===== src/rtl/led_ctrl_pkg.sv =====
// Shared constants for the Avalon-MM LED controller: register map,
// channel modes and field positions.
package led_ctrl_pkg;

  localparam int ADDR_CTRL     = 0;
  localparam int ADDR_PRESCALE = 1;
  localparam int ADDR_BLINK    = 2;
  localparam int ADDR_STATUS   = 3;
  localparam int ADDR_CH0      = 4;

  localparam int CTRL_EN_BIT      = 0;
  localparam int STATUS_PWM_LSB   = 0;
  localparam int STATUS_PHASE_BIT = 16;
  localparam int CH_MODE_LSB      = 0;
  localparam int CH_DUTY_LSB      = 2;

  typedef enum logic [1:0] {
    MODE_OFF   = 2'd0,
    MODE_ON    = 2'd1,
    MODE_BLINK = 2'd2,
    MODE_PWM   = 2'd3
  } led_mode_e;

endpackage


===== src/rtl/led_channel.sv =====
// One LED channel: holds its mode/duty register and computes the next LED
// level from the shared PWM counter and blink phase.
module led_channel
  import led_ctrl_pkg::*;
#(
  parameter int DUTY_W = 8
) (
  input  logic              clk,
  input  logic              srst,
  input  logic              i_wr,
  input  logic [DUTY_W+1:0] i_wdata,
  input  logic              i_en,
  input  logic [DUTY_W-1:0] i_pwm_cnt,
  input  logic              i_blink_phase,
  output logic [31:0]       o_rdata,
  output logic              o_led_next
);

  led_mode_e         r_mode;
  logic [DUTY_W-1:0] r_duty;

  always_ff @(posedge clk) begin
    if (srst) begin
      r_mode <= MODE_OFF;
      r_duty <= '0;
    end else if (i_wr) begin
      r_mode <= led_mode_e'(i_wdata[CH_MODE_LSB +: 2]);
      r_duty <= i_wdata[CH_DUTY_LSB +: DUTY_W];
    end
  end

  // A disabled controller overrides every mode, including "on".
  always_comb begin
    o_led_next = 1'b0;
    if (i_en) begin
      case (r_mode)
        MODE_OFF:   o_led_next = 1'b0;
        MODE_ON:    o_led_next = 1'b1;
        MODE_BLINK: o_led_next = i_blink_phase;
        MODE_PWM:   o_led_next = (i_pwm_cnt < r_duty);
        default:    o_led_next = 1'b0;
      endcase
    end
  end

  always_comb begin
    o_rdata = '0;
    o_rdata[CH_MODE_LSB +: 2]      = r_mode;
    o_rdata[CH_DUTY_LSB +: DUTY_W] = r_duty;
  end

endmodule


===== src/rtl/avmm_led_pwm_ctrl.sv =====
// Avalon-MM LED controller: register decode, tick prescaler, shared PWM and
// blink counters, N_CH channel instances and a 1-cycle-latency read port.
module avmm_led_pwm_ctrl
  import led_ctrl_pkg::*;
#(
  parameter int N_CH         = 8,
  parameter int DUTY_W       = 8,
  parameter int PRESCALE_RST = 49,
  parameter int ADDR_W       = 5
) (
  input  logic              clk_clk,
  input  logic              reset_reset,
  input  logic [ADDR_W-1:0] avs_address,
  input  logic              avs_read,
  input  logic              avs_write,
  input  logic [31:0]       avs_writedata,
  output logic [31:0]       avs_readdata,
  output logic [N_CH-1:0]   leds_export
);

  logic              r_en;
  logic [15:0]       r_prescale;
  logic [15:0]       r_blink_half;
  logic [15:0]       r_presc_cnt;
  logic [DUTY_W-1:0] r_pwm_cnt;
  logic [15:0]       r_blink_cnt;
  logic              r_blink_phase;

  logic              w_wr_ctrl;
  logic              w_wr_prescale;
  logic              w_wr_blink;
  logic              w_tick;
  logic [N_CH-1:0]   w_ch_wr;
  logic [N_CH-1:0]   w_led_next;
  logic [N_CH-1:0][31:0] w_ch_rdata;
  logic [31:0]       w_rd_data;
  logic              w_unused_wdata;

  assign w_unused_wdata = ^avs_writedata;

  assign w_wr_ctrl     = avs_write && (avs_address == ADDR_W'(ADDR_CTRL));
  assign w_wr_prescale = avs_write && (avs_address == ADDR_W'(ADDR_PRESCALE));
  assign w_wr_blink    = avs_write && (avs_address == ADDR_W'(ADDR_BLINK));

  always_ff @(posedge clk_clk) begin
    if (reset_reset) begin
      r_en         <= 1'b0;
      r_prescale   <= 16'(PRESCALE_RST);
      r_blink_half <= '0;
    end else begin
      if (w_wr_ctrl)     r_en         <= avs_writedata[CTRL_EN_BIT];
      if (w_wr_prescale) r_prescale   <= avs_writedata[15:0];
      if (w_wr_blink)    r_blink_half <= avs_writedata[15:0];
    end
  end

  assign w_tick = r_en && (r_presc_cnt == r_prescale);

  always_ff @(posedge clk_clk) begin
    if (reset_reset || !r_en) begin
      r_presc_cnt   <= '0;
      r_pwm_cnt     <= '0;
      r_blink_cnt   <= '0;
      r_blink_phase <= 1'b0;
    end else begin
      // A lowered PRESCALE below the running count restarts the period
      // instead of letting the counter run up to 2^16.
      if (w_tick || (r_presc_cnt > r_prescale)) begin
        r_presc_cnt <= '0;
      end else begin
        r_presc_cnt <= r_presc_cnt + 16'd1;
      end
      if (w_tick) begin
        r_pwm_cnt <= r_pwm_cnt + DUTY_W'(1);
        // >= also recovers cleanly when BLINK_HALF is lowered mid-count.
        if (r_blink_cnt >= r_blink_half) begin
          r_blink_cnt   <= '0;
          r_blink_phase <= ~r_blink_phase;
        end else begin
          r_blink_cnt <= r_blink_cnt + 16'd1;
        end
      end
    end
  end

  for (genvar gi = 0; gi < N_CH; gi++) begin : g_ch
    assign w_ch_wr[gi] = avs_write && (avs_address == ADDR_W'(ADDR_CH0 + gi));

    led_channel #(
      .DUTY_W (DUTY_W)
    ) u_ch (
      .clk           (clk_clk),
      .srst          (reset_reset),
      .i_wr          (w_ch_wr[gi]),
      .i_wdata       (avs_writedata[DUTY_W+1:0]),
      .i_en          (r_en),
      .i_pwm_cnt     (r_pwm_cnt),
      .i_blink_phase (r_blink_phase),
      .o_rdata       (w_ch_rdata[gi]),
      .o_led_next    (w_led_next[gi])
    );
  end

  always_comb begin
    w_rd_data = '0;
    if (avs_address == ADDR_W'(ADDR_CTRL)) begin
      w_rd_data[CTRL_EN_BIT] = r_en;
    end else if (avs_address == ADDR_W'(ADDR_PRESCALE)) begin
      w_rd_data[15:0] = r_prescale;
    end else if (avs_address == ADDR_W'(ADDR_BLINK)) begin
      w_rd_data[15:0] = r_blink_half;
    end else if (avs_address == ADDR_W'(ADDR_STATUS)) begin
      w_rd_data[STATUS_PWM_LSB +: DUTY_W] = r_pwm_cnt;
      w_rd_data[STATUS_PHASE_BIT]         = r_blink_phase;
    end
    for (int i = 0; i < N_CH; i++) begin
      if (avs_address == ADDR_W'(ADDR_CH0 + i)) begin
        w_rd_data = w_ch_rdata[i];
      end
    end
  end

  // Read data is captured from pre-edge state, so a same-cycle write
  // to the same address returns the old contents.
  always_ff @(posedge clk_clk) begin
    if (reset_reset) begin
      avs_readdata <= '0;
      leds_export  <= '0;
    end else begin
      if (avs_read) avs_readdata <= w_rd_data;
      leds_export <= w_led_next;
    end
  end

endmodule


===== config.mk =====
export PLATFORM = sky130hd
export DESIGN_NAME = avmm_led_pwm_ctrl
export DESIGN_NICKNAME = d
export VERILOG_FILES = /design/src/rtl/led_ctrl_pkg.sv /design/src/rtl/led_channel.sv /design/src/rtl/avmm_led_pwm_ctrl.sv
export SDC_FILE = /design/constraint.sdc
export NUM_CORES = 1
export LEC_CHECK = 0
export BUFFER_PORTS_ARGS = -buffer_cell sky130_fd_sc_hd__buf_2
export CORE_ASPECT_RATIO = 1.4
export CORE_MARGIN = 1
export CORE_UTILIZATION = 33
export DETAILED_ROUTE_END_ITERATION = 6
export GPL_TIMING_DRIVEN = 0
export PLACE_DENSITY = 0.59
export SETUP_SLACK_MARGIN = 0.15
export SLEW_MARGIN = 20
export SYNTH_ARGS = -nofsm -noshare
export SYNTH_HDL_FRONTEND = slang
export SYNTH_SLANG_ARGS = --single-unit

===== constraint.sdc =====
create_clock -name clk_clk -period 2.1 [get_ports clk_clk]
set_input_delay 0.42 -clock clk_clk [delete_from_list [all_inputs] [get_ports clk_clk]]
set_output_delay 0.42 -clock clk_clk [all_outputs]
set_load 0.03 [all_outputs]

==> impl_metrics.tcl <==
set metrics [dict create \
    syn_area_per_cell_um2 7.96 \
    leakagePower_uw 0.00475 \
    synthFlopType "dfxtp_1" \
    core_um2 30800 \
    clock_sinks 179 \
    violations "negative setup slack" \
    whs_path_depth 3 \
    syn_inst 1302 \
    drt_wl_total_mm 36.3 \
    cp_slowest_cell "or3_4" \
    post_dp_cell_area_um2 11200 \
    die_area_um2 32100 \
    ys_ff_latch 179 \
    setup_violations 2 \
    utilization_pct 41.1 \
    grt.total_usage_pct 22.9 \
    synth_edf_count 0 \
    final_cell_area_um2 12700 \
    place_ws_ns -0.589 \
    async_flop_share_pct 0 \
    hpwl_mm 26.6 \
    final-hold-violation-count 0 \
    antenna_found_initial 0 \
    r2r_slack_ns -0.04 \
    ant_nets 0 \
    final_cell_mix "160 x nand2_1, 140 x dfxtp_1, 134 x a21oi_1" \
    final_layout_size_suffix_gt1_share_pct 20.4 \
    drt-initial-drc-count 623 \
    maxSlewHeadroom_pct 27.5 \
    cp.depth 8 \
    crit_path_max_incr_delay_ns 0.42 \
    rr_worst_depth 8 \
    start_util_pct 33.7 \
    power_density_nw_per_um2 568 \
    drtPass1Iterations 7 \
    yosysSeqAreaShare_pct 34.6 \
    grt_pass1_vias 9636 \
    fin_worst_skew_ns 0.00838 \
    die_height_um 212 \
    routabilityCongestion 0.925 \
    via_per_inst 5.45 \
    max_freq_ghz 0.468 \
    crit_required_ns 2.50 \
    cts_made_buffers 17 \
    crit_arrival_ns 2.54 \
    r2r_end "r_blink_phase$_SDFFE_PP0P_" \
    yosysTopAreaCell "dfxtp_1" \
    final_common_cell "nand2_1" \
    fin_ws_ns -0.0365 \
    fin_total_pwr_uw 7200 \
    path_cells "inv_2 -> ha_4 -> nand4_1 -> or3_4 -> buf_6 -> or4_1 -> o311a_1 -> nand3_1" \
    min_from "avs_writedata[14]" \
    nNetsFinal 1537 \
    r2r-start "r_prescale[13]$_SDFFE_PP0P_" \
    path_clk_slew_ns 0.07 \
    insertion_delay_ns 0.46 \
    cp_top_family "simple AND/OR/NAND/NOR gates" \
    dieWidth_um 152 \
    synthTopCellsByArea "dfxtp_1 35%, ha_1 11%, a21oi_1 7.2%" \
    synth_top_area_share_pct 34.6 \
    synthesis.area_um2 10400 \
    tightest_slew_ns 1.09 \
    grt_overflow 0 \
    period_needed_ns 2.14 \
    rows 76 \
    hold_slack_ns 0.217 \
    antenna_cells 0 \
    critPathMaxFanout 6 \
    grt_pass1_wl_mm 55.8 \
    cap_violations 0 \
    ioPinCount 81 \
    rsz0062_at_grt "yes" \
    synth-warning-count 0 \
    end_kind "register" \
    crit_path_start_kind "register" \
    cts_root_buf "clkbuf_16" \
    finalCritPeriodShare_pct 102 \
    drcViolationCount 0 \
    num_vias 9848 \
    slew_viol_final 0 \
    cts_tree "built" \
    status "finished, violations left" \
    grt_max_degree 17 \
    cts_htree_levels 4 \
    clk_path_buf_depth 2 \
    place.port_buffers 37 \
    ys_types 66 \
    holdPathEnd "r_prescale[14]$_SDFFE_PP0P_" \
    peakVddDrop_v 0.000462 \
    criticalPathCategory "register to register" \
    hold_path.class "primary input to register" \
    path_buf_inv 2 \
    area_growth_syn_to_layout_pct 22.2 \
    wl_per_cell_um 20.1 \
]
how the worst max path moves through the flow:
| stage | start | endpoint | slack (ns) |
|---|---|---|---|
| final | r_prescale[13]$_SDFFE_PP0P_ | r_blink_phase$_SDFFE_PP0P_ | -0.04 |
| after global routing | r_prescale[13]$_SDFFE_PP0P_ | r_blink_phase$_SDFFE_PP0P_ | -0.08 |
| after CTS | r_prescale[4]$_SDFFE_PP1P_ | r_blink_phase$_SDFFE_PP0P_ | -0.01 |
| after detailed placement | avs_address[4] | avs_readdata[2]$_SDFFE_PP0P_ | -0.59 |
| after global placement | avs_address[4] | avs_readdata[2]$_SDFFE_PP0P_ | -0.57 |
| after floorplan | r_prescale[11]$_SDFFE_PP0P_ | r_blink_phase$_SDFFE_PP0P_ | 0.14 |
Yosys cell counts, drive strengths merged, types with 7 or more instances:
library cell / n
a211oi: 14
a21o: 16
a21oi: 149
a32o: 7
and3: 12
buf: 43
clkbuf: 50
dfxtp: 179
ha: 91
inv: 100
mux2i: 46
nand2: 167
nand2b: 15
nand3: 42
nand4: 20
nor2: 101
nor2b: 13
nor3: 38
o211ai: 17
o21a: 10
o21ai: 51
xnor2: 15
xor2: 21
through the flow:
stage | setup TNS, ns | std cells
3_3_place_gp | -25.49 | 1743
2_1_floorplan | 0 | 1316
3_5_place_dp | -28.95 | 1743
6_report | -0.0397 | 1807
4_1_cts | -0.0148 | 1796
5_1_grt | -0.186 | 1807
worst reg2reg max path: cells and delay by family, from the launching register on:
kind,cells,cell delay [ns]
simple gates,4,1.12
flops,1,0.36
fa+ha+maj,1,0.26
buf+inv,2,0.20
compound gates,1,0.14
power breakdown:
group | switching, uW | internal (uW) | total, uW
Sequential | 25.2 | 3410 | 3440
Combinational | 430 | 168 | 598
Clock | 1420 | 1750 | 3170
Total | 1870 | 5330 | 7200
cell type report:
cell class	count	area [um^2]
Tap cell	390	488
Clock inverter	8	77.6
Clock buffer	23	488
Sequential cell	179	3650
Inverter	100	375
Buffer	93	519
Multi-Input combinational cell	944	6560
Timing Repair Buffer	70	508
Fill cell	3146	18100
flip-flops by register name, indices dropped and copies added, names as in the netlist:
signal / count
g_ch.u_ch.r_duty: 64
r_prescale: 16
avs_readdata: 17
leds_export: 8
r_pwm_cnt: 8
r_en: 1
r_blink_half: 16
r_presc_cnt: 16
r_blink_cnt: 16
r_blink_phase: 1
g_ch.u_ch.r_mode: 16
metal layers:
layer	part of all wire, %	track usage, %
met3	4.4	3.75
met4	6.4	14.1
met2	50	41.7
met5	0	0
met1	39	24.7
repair_timing:
item                                   in CTS  in global routing
cloned                                      1                  2
setup endpoints to repair                  47                 64
buffers inserted                           21                  9
pin swaps                                  16                 21
resized for setup                          86                 78
endpoints found under the hold margin       0                  0
hold buffers                                0                  0
cells by family (layout without fill, tap and decap cells):
family                     count (synthesis)  after routing  share of synthesized area (%)
AOI/OAI and AO/OA                        315            315                           18.7
xor gates and xnor gates                  36             36                           3.04
adders and majority gates                 91             91                           11.0
buffers and inverters                    193            294                           7.95
DFF                                      179            179                           34.6
muxes                                     46             46                           4.44
other                                      1             15                         0.0362
and+or+nand+nor                          441            441                           20.3
Note: power is estimated with default switching activity, not from simulation.
